--- src/rtl/vga_timing_pkg.sv ---
// vga_timing_pkg
//   Shared timing description for the VGA timing generator.
//   timing_t holds one video mode: horizontal and vertical active, front porch,
//   sync and back porch lengths (in pixels / lines), plus sync polarity
//   (1 = sync pulse is driven high, 0 = sync pulse is driven low).
package vga_timing_pkg;

    typedef struct packed {
        logic [15:0] h_active;
        logic [15:0] h_fp;
        logic [15:0] h_sync;
        logic [15:0] h_bp;
        logic [15:0] v_active;
        logic [15:0] v_fp;
        logic [15:0] v_sync;
        logic [15:0] v_bp;
        logic        h_pol;
        logic        v_pol;
    } timing_t;

    // 640x480 @ 60 Hz, 25.175 MHz pixel clock, negative syncs
    localparam timing_t TIMING_640X480_60 = '{
        h_active: 16'd640, h_fp: 16'd16, h_sync: 16'd96,  h_bp: 16'd48,
        v_active: 16'd480, v_fp: 16'd10, v_sync: 16'd2,   v_bp: 16'd33,
        h_pol: 1'b0, v_pol: 1'b0
    };

    // 800x600 @ 60 Hz, 40 MHz pixel clock, positive syncs
    localparam timing_t TIMING_800X600_60 = '{
        h_active: 16'd800, h_fp: 16'd40, h_sync: 16'd128, h_bp: 16'd88,
        v_active: 16'd600, v_fp: 16'd1,  v_sync: 16'd4,   v_bp: 16'd23,
        h_pol: 1'b1, v_pol: 1'b1
    };

endpackage

--- src/rtl/vga_axis_counter.sv ---
// vga_axis_counter
//   Wrapping counter used for one axis (horizontal or vertical) of the raster.
//   Ports:
//     i_clk    - clock, rising edge
//     i_rst    - synchronous active-high reset, clears the count
//     i_en     - advance by one this cycle
//     i_last   - terminal value; the count wraps to 0 after it
//     o_count  - current count
//     o_tc     - high while o_count equals i_last
module vga_axis_counter #(
    parameter int CW = 12
) (
    input  logic          i_clk,
    input  logic          i_rst,
    input  logic          i_en,
    input  logic [CW-1:0] i_last,
    output logic [CW-1:0] o_count,
    output logic          o_tc
);

    logic [CW-1:0] count_q;
    logic [CW-1:0] count_d;

    assign o_tc    = (count_q == i_last);
    assign o_count = count_q;

    always_comb begin
        count_d = count_q;
        if (i_en) begin
            count_d = o_tc ? '0 : count_q + CW'(1);
        end
    end

    always_ff @(posedge i_clk) begin
        if (i_rst) begin
            count_q <= '0;
        end else begin
            count_q <= count_d;
        end
    end

endmodule

--- src/rtl/vga_timing_generator.sv ---
// vga_timing_generator
//   Raster timing generator with two selectable modes. Horizontal and vertical
//   counters advance on the pixel strobe; every output is a combinational decode
//   of the registered counters and the registered mode, so outputs describe the
//   pixel at the current counter position with no extra latency.
//   The requested mode is taken only at the end-of-frame wrap so a frame is
//   never generated with mixed timing.
//   Ports:
//     i_clk, i_rst       - clock and synchronous active-high reset
//     i_pix_stb          - pixel strobe; nothing changes while it is low
//     i_mode_sel         - requested mode (0 = MODE0, 1 = MODE1)
//     o_mode             - mode currently generated
//     o_hs, o_vs         - sync pulses at the active mode's polarity
//     o_blanking         - high outside the active region
//     o_line_start       - h_count == 0
//     o_frame_start      - h_count == 0 and v_count == 0
//     o_animate          - last pixel of the last active line
//     o_x, o_y           - active pixel coordinates, clamped during blanking
//     o_frame_cnt        - frame counter, present only with
//                          VGA_TIMING_FRAME_COUNT_EN defined
module vga_timing_generator
    import vga_timing_pkg::*;
#(
    parameter timing_t MODE0 = TIMING_640X480_60,
    parameter timing_t MODE1 = TIMING_800X600_60,
    parameter int      CW    = 12
) (
    input  logic          i_clk,
    input  logic          i_rst,
    input  logic          i_pix_stb,
    input  logic          i_mode_sel,
    output logic          o_mode,
    output logic          o_hs,
    output logic          o_vs,
    output logic          o_blanking,
    output logic          o_line_start,
    output logic          o_frame_start,
    output logic          o_animate,
    output logic [CW-1:0] o_x,
    output logic [CW-1:0] o_y
`ifdef VGA_TIMING_FRAME_COUNT_EN
    ,
    output logic [15:0]   o_frame_cnt
`endif
);

    logic          mode_q;
    logic          mode_d;
    timing_t       tm;

    logic [CW-1:0] h_act, h_sync_s, h_sync_e, h_last;
    logic [CW-1:0] v_act, v_sync_s, v_sync_e, v_last;
    logic [CW-1:0] h_count, v_count;
    logic          h_tc, v_tc;
    logic          frame_wrap;
    logic          hs_on, vs_on;

    assign tm = mode_q ? MODE1 : MODE0;

    // Region boundaries, all in CW bits: sync spans [act+fp, act+fp+sync).
    assign h_act    = CW'(tm.h_active);
    assign h_sync_s = h_act + CW'(tm.h_fp);
    assign h_sync_e = h_sync_s + CW'(tm.h_sync);
    assign h_last   = h_sync_e + CW'(tm.h_bp) - CW'(1);

    assign v_act    = CW'(tm.v_active);
    assign v_sync_s = v_act + CW'(tm.v_fp);
    assign v_sync_e = v_sync_s + CW'(tm.v_sync);
    assign v_last   = v_sync_e + CW'(tm.v_bp) - CW'(1);

    vga_axis_counter #(.CW(CW)) u_h_cnt (
        .i_clk   (i_clk),
        .i_rst   (i_rst),
        .i_en    (i_pix_stb),
        .i_last  (h_last),
        .o_count (h_count),
        .o_tc    (h_tc)
    );

    vga_axis_counter #(.CW(CW)) u_v_cnt (
        .i_clk   (i_clk),
        .i_rst   (i_rst),
        .i_en    (i_pix_stb & h_tc),
        .i_last  (v_last),
        .o_count (v_count),
        .o_tc    (v_tc)
    );

    assign frame_wrap = i_pix_stb & h_tc & v_tc;

    // Both counters return to 0 on the same strobe that latches the new mode,
    // so the new mode's limits never see an out-of-range count.
    always_comb begin
        mode_d = mode_q;
        if (frame_wrap) begin
            mode_d = i_mode_sel;
        end
    end

    always_ff @(posedge i_clk) begin
        if (i_rst) begin
            mode_q <= i_mode_sel;
        end else begin
            mode_q <= mode_d;
        end
    end

    assign hs_on = (h_count >= h_sync_s) && (h_count < h_sync_e);
    assign vs_on = (v_count >= v_sync_s) && (v_count < v_sync_e);

    assign o_mode        = mode_q;
    assign o_hs          = tm.h_pol ? hs_on : ~hs_on;
    assign o_vs          = tm.v_pol ? vs_on : ~vs_on;
    assign o_blanking    = (h_count >= h_act) || (v_count >= v_act);
    assign o_line_start  = (h_count == '0);
    assign o_frame_start = (h_count == '0) && (v_count == '0);
    assign o_animate     = h_tc && (v_count == v_act - CW'(1));
    assign o_x           = (h_count < h_act) ? h_count : h_act - CW'(1);
    assign o_y           = (v_count < v_act) ? v_count : v_act - CW'(1);

`ifdef VGA_TIMING_FRAME_COUNT_EN
    logic [15:0] frame_cnt_q;
    logic [15:0] frame_cnt_d;

    always_comb begin
        frame_cnt_d = frame_cnt_q;
        if (frame_wrap) begin
            frame_cnt_d = frame_cnt_q + 16'd1;
        end
    end

    always_ff @(posedge i_clk) begin
        if (i_rst) begin
            frame_cnt_q <= '0;
        end else begin
            frame_cnt_q <= frame_cnt_d;
        end
    end

    assign o_frame_cnt = frame_cnt_q;
`endif

endmodule

--- config.mk ---
export PLATFORM = sky130hd
export DESIGN_NAME = vga_timing_generator
export DESIGN_NICKNAME = d
export VERILOG_FILES = /design/src/rtl/vga_timing_pkg.sv /design/src/rtl/vga_axis_counter.sv /design/src/rtl/vga_timing_generator.sv
export SDC_FILE = /design/constraint.sdc
export NUM_CORES = 1
export LEC_CHECK = 0
export ABC_AREA = 1
export CAP_MARGIN = 20
export CELL_PAD_IN_SITES_DETAIL_PLACEMENT = 1
export CELL_PAD_IN_SITES_GLOBAL_PLACEMENT = 1
export CORE_MARGIN = 2
export CORE_UTILIZATION = 34
export DETAILED_ROUTE_END_ITERATION = 7
export HOLD_SLACK_MARGIN = 0.08
export PLACE_DENSITY = 0.72
export SLEW_MARGIN = 25
export SYNTH_ARGS = -nofsm -noshare
export SYNTH_HDL_FRONTEND = slang
export SYNTH_HIERARCHICAL = 1
export SYNTH_SLANG_ARGS = --single-unit
--- constraint.sdc ---
create_clock -name i_clk -period 2.57 [get_ports i_clk]
set_input_delay 0.514 -clock i_clk [delete_from_list [all_inputs] [get_ports i_clk]]
set_output_delay 0.514 -clock i_clk [all_outputs]
set_load 0.05 [all_outputs]
==> qor.yml <==
route:
  ant_nets: 0
  wl_um: 7980
  first_iter_violations: 62
  vias: 2753
  wl_per_cell_um: 13.3
  drc: 0
  drt_pre_antenna_iters: 4
  viasPerCell: 4.59
synthesis:
  postSynth.asyncResetShare_pct: 0
  synth_area_mm2: 0.00248
  synth_cell_types: 29
  synth-main-ff-cell: "dfxtp_1"
  syn_inst: 421
  yosys_warnings: 6
  synth_edf_count: 1
  synth-seq-area-share_pct: 20.6
  syn_area_per_cell_um2: 5.90
  ys_seq_elements: 25
place:
  gp_congestion: 0.777
  dp.cells: 586
  dp_hpwl_um: 6360
  pre_cts_slack_ns: 0.111
  io_buffers: 30
pwr:
  peakVddDrop_mv: 0.166
  power_frac_clock_pct: 25.4
  p_comb_share_pct: 32.1
  leakage_nw: 1.88
  p_sw_share_pct: 33.9
  powerDensity_mw_per_mm2: 245
  p_int_mw: 0.621
  sequentialPowerShare_pct: 42.5
  netSwitchingPower_mw: 0.319
grt:
  busiest_layer: "met2"
  met2_usage_pct: 34.5
  grtUsageMet3_pct: 1.75
  grt_pass1_wl_um: 13000
  grt_pass1_vias: 2792
  grt_start_max_net_pins: 17
  gr-usage-met1_pct: 29.3
  grt_use_total_pct: 20.7
  overflow: 0
  antenna_found_initial: 0
floorplanning:
  row_count: 31
  core_mm2: 0.00718
  die_h_um: 89.5
  initial_core_util_pct: 34.6
  die_area_mm2: 0.00800
  io_pins: 35
  die_w_um: 89.5
final_layout:
  nets: 523
  diodes: 0
  fin_cells: 600
  layout_common_cells: "109 x nand2_1, 70 x inv_1, 49 x nor2_1, 27 x conb_1, 25 x buf_4"
  final_common_cell: "nand2_1"
  area_growth_pct: 54.5
  drive_above_1_share_pct: 27.7
  n_fill_cell: 957
clocking:
  htreeDepth: 1
  clk_latency_ns: 0.27
  cts_buffers: 3
  clock_sinks: 25
  clk_pin_slew_ns: 0.09
  cts_buffer_depth: 2
  cts_tree: "built"
  cts.root.buffer_cell: "clkbuf_8"
critical_path:
  slowest_stage: "edfxtp_1"
  crit_chain: "inv_4 -> ha_4 -> a21oi_1 -> nand2_1 -> a21oi_4 -> nand2_8 -> or2_4 -> buf_6"
  arrival_ns: 2.22
  required_ns: 2.06
  crit_type: "flip-flop to output port"
  start_kind: "flip-flop"
  cp_max_fo: 7
  cp_top_family: "flip-flops"
  worst-path-buf-inv: 2
  worstSetupEndpointType: "output port"
  slowest_delay_ns: 0.54
sta:
  setup_slack_ns: -0.160
  setup-tns-final_ns: -1.83
  drv_slew: 0
  finalHoldWorstSlack_ns: 0.581
  hold_violations: 0
  fin_crit_sh_pct: 106
  rsz0062_at_grt: "yes"
  max_freq_ghz: 0.366
  period_minus_slack_ns: 2.73
  setup_viol: 17
  skew_ns: 0.00295
run_status:
  violations: "negative setup slack"
  status: "finished with violations"
job:
  cap_violations: 0
hold_path:
  holdCritPathClass: "flip-flop to flip-flop"
-- power groups by stage --
| stage | logic, mW | registers (mW) | clock network (mW) |
|---|---|---|---|
| floorplan | 0.181 | 0.421 | 0 |
| global placement | 0.267 | 0.408 | 0 |
| detailed placement | 0.273 | 0.408 | 0 |
| CTS | 0.291 | 0.399 | 0.253 |
| global route | 0.333 | 0.401 | 0.267 |
| finish | 0.302 | 0.400 | 0.238 |
-- tightest hold or removal path, stage by stage (launching register included) --
cell     delay (ns)
dfxtp_1        0.32
inv_1          0.07
nand2_1        0.05
nand2_1        0.06
nor2_1         0.04
-- registers in the layout, indices dropped and copies added (netlist names) --
signal           flops
o_mode               1
u_h_cnt/o_count     12
u_v_cnt/o_count     12
-- routing by layer --
| metal | part of all wire (%) | wire [um] |
|---|---|---|
| met5 | 0 | 0 |
| met4 | 0.66 | 53 |
| met3 | 2.5 | 198 |
| met2 | 48 | 3800 |
| met1 | 49 | 3930 |
-- final cells by class --
cell class	count	area (um^2)	area share (%)
multi-input combinational	333	2100	54.7
clock buffer	4	45.0	1.17
inverter	82	329	8.58
tap	99	124	3.23
sequential	25	510	13.3
timing repair buffer	57	728	19.0
-- metrics by stage --
step / cell area (um^2) / total power, mW / utilization, %
after floorplan: 2860 / 0.602 / -
after global placement: 3550 / 0.675 / 49.5
after detailed placement: 3550 / 0.681 / 49.5
after CTS: 3750 / 0.943 / 52.3
after global routing: 3840 / 1.00 / 53.5
final: 3840 / 0.940 / 53.5
-- final timing paths --
kind,startpoint,end,slack (ns),depth (start not counted)
setup / recovery,o_mode,o_y[2],-0.16,8
hold / removal,u_h_cnt/o_count[2],u_h_cnt/o_count[2],0.58,4
setup reg to reg,o_mode,u_v_cnt/o_count[11],0.20,13
hold reg to reg,u_h_cnt/o_count[2],u_h_cnt/o_count[2],0.58,4
-- repair_timing --
item | 4_1_cts | 5_1_grt
pin swaps | 5 | 5
gates resized for setup | 21 | 16
hold buffers | 0 | 0
setup endpoints to repair | 24 | 24
buffers inserted | 7 | 3
-- Yosys cell counts, types with 2 or more instances --
master	instances	share of area, %
o21ai_0	7	1.4
nor3_1	4	0.81
nor2_1	57	8.6
a21o_1	4	1.2
nand2_1	134	20
nor2_2	3	0.76
buf_4	4	1.2
o21bai_1	2	0.60
nand3_1	17	3.4
nand2_2	7	1.8
ha_1	17	8.6
nor4_1	4	1.0
xor2_1	10	3.5
xnor2_1	12	4.2
conb_1	2	0.30
nor3_2	6	2.4
or2_1	3	0.76
inv_1	78	12
dfxtp_1	24	19
buf_6	2	0.91
inv_2	4	0.60
a21oi_1	4	0.81
nand4_1	10	2.5
-- cells by family (layout without fill, tap and decap cells) --
logic type	Yosys count	after routing	synth area share (%)
DFF	25	25	20.6
and+or+nand+nor	248	248	43.3
xor gates and xnor gates	22	22	7.76
buffers and inverters	88	143	14.5
adders and majority gates	17	17	8.56
AOI/OAI and AO/OA	19	19	4.99
other	2	27	0.302
(Power assumes the default switching activity.)
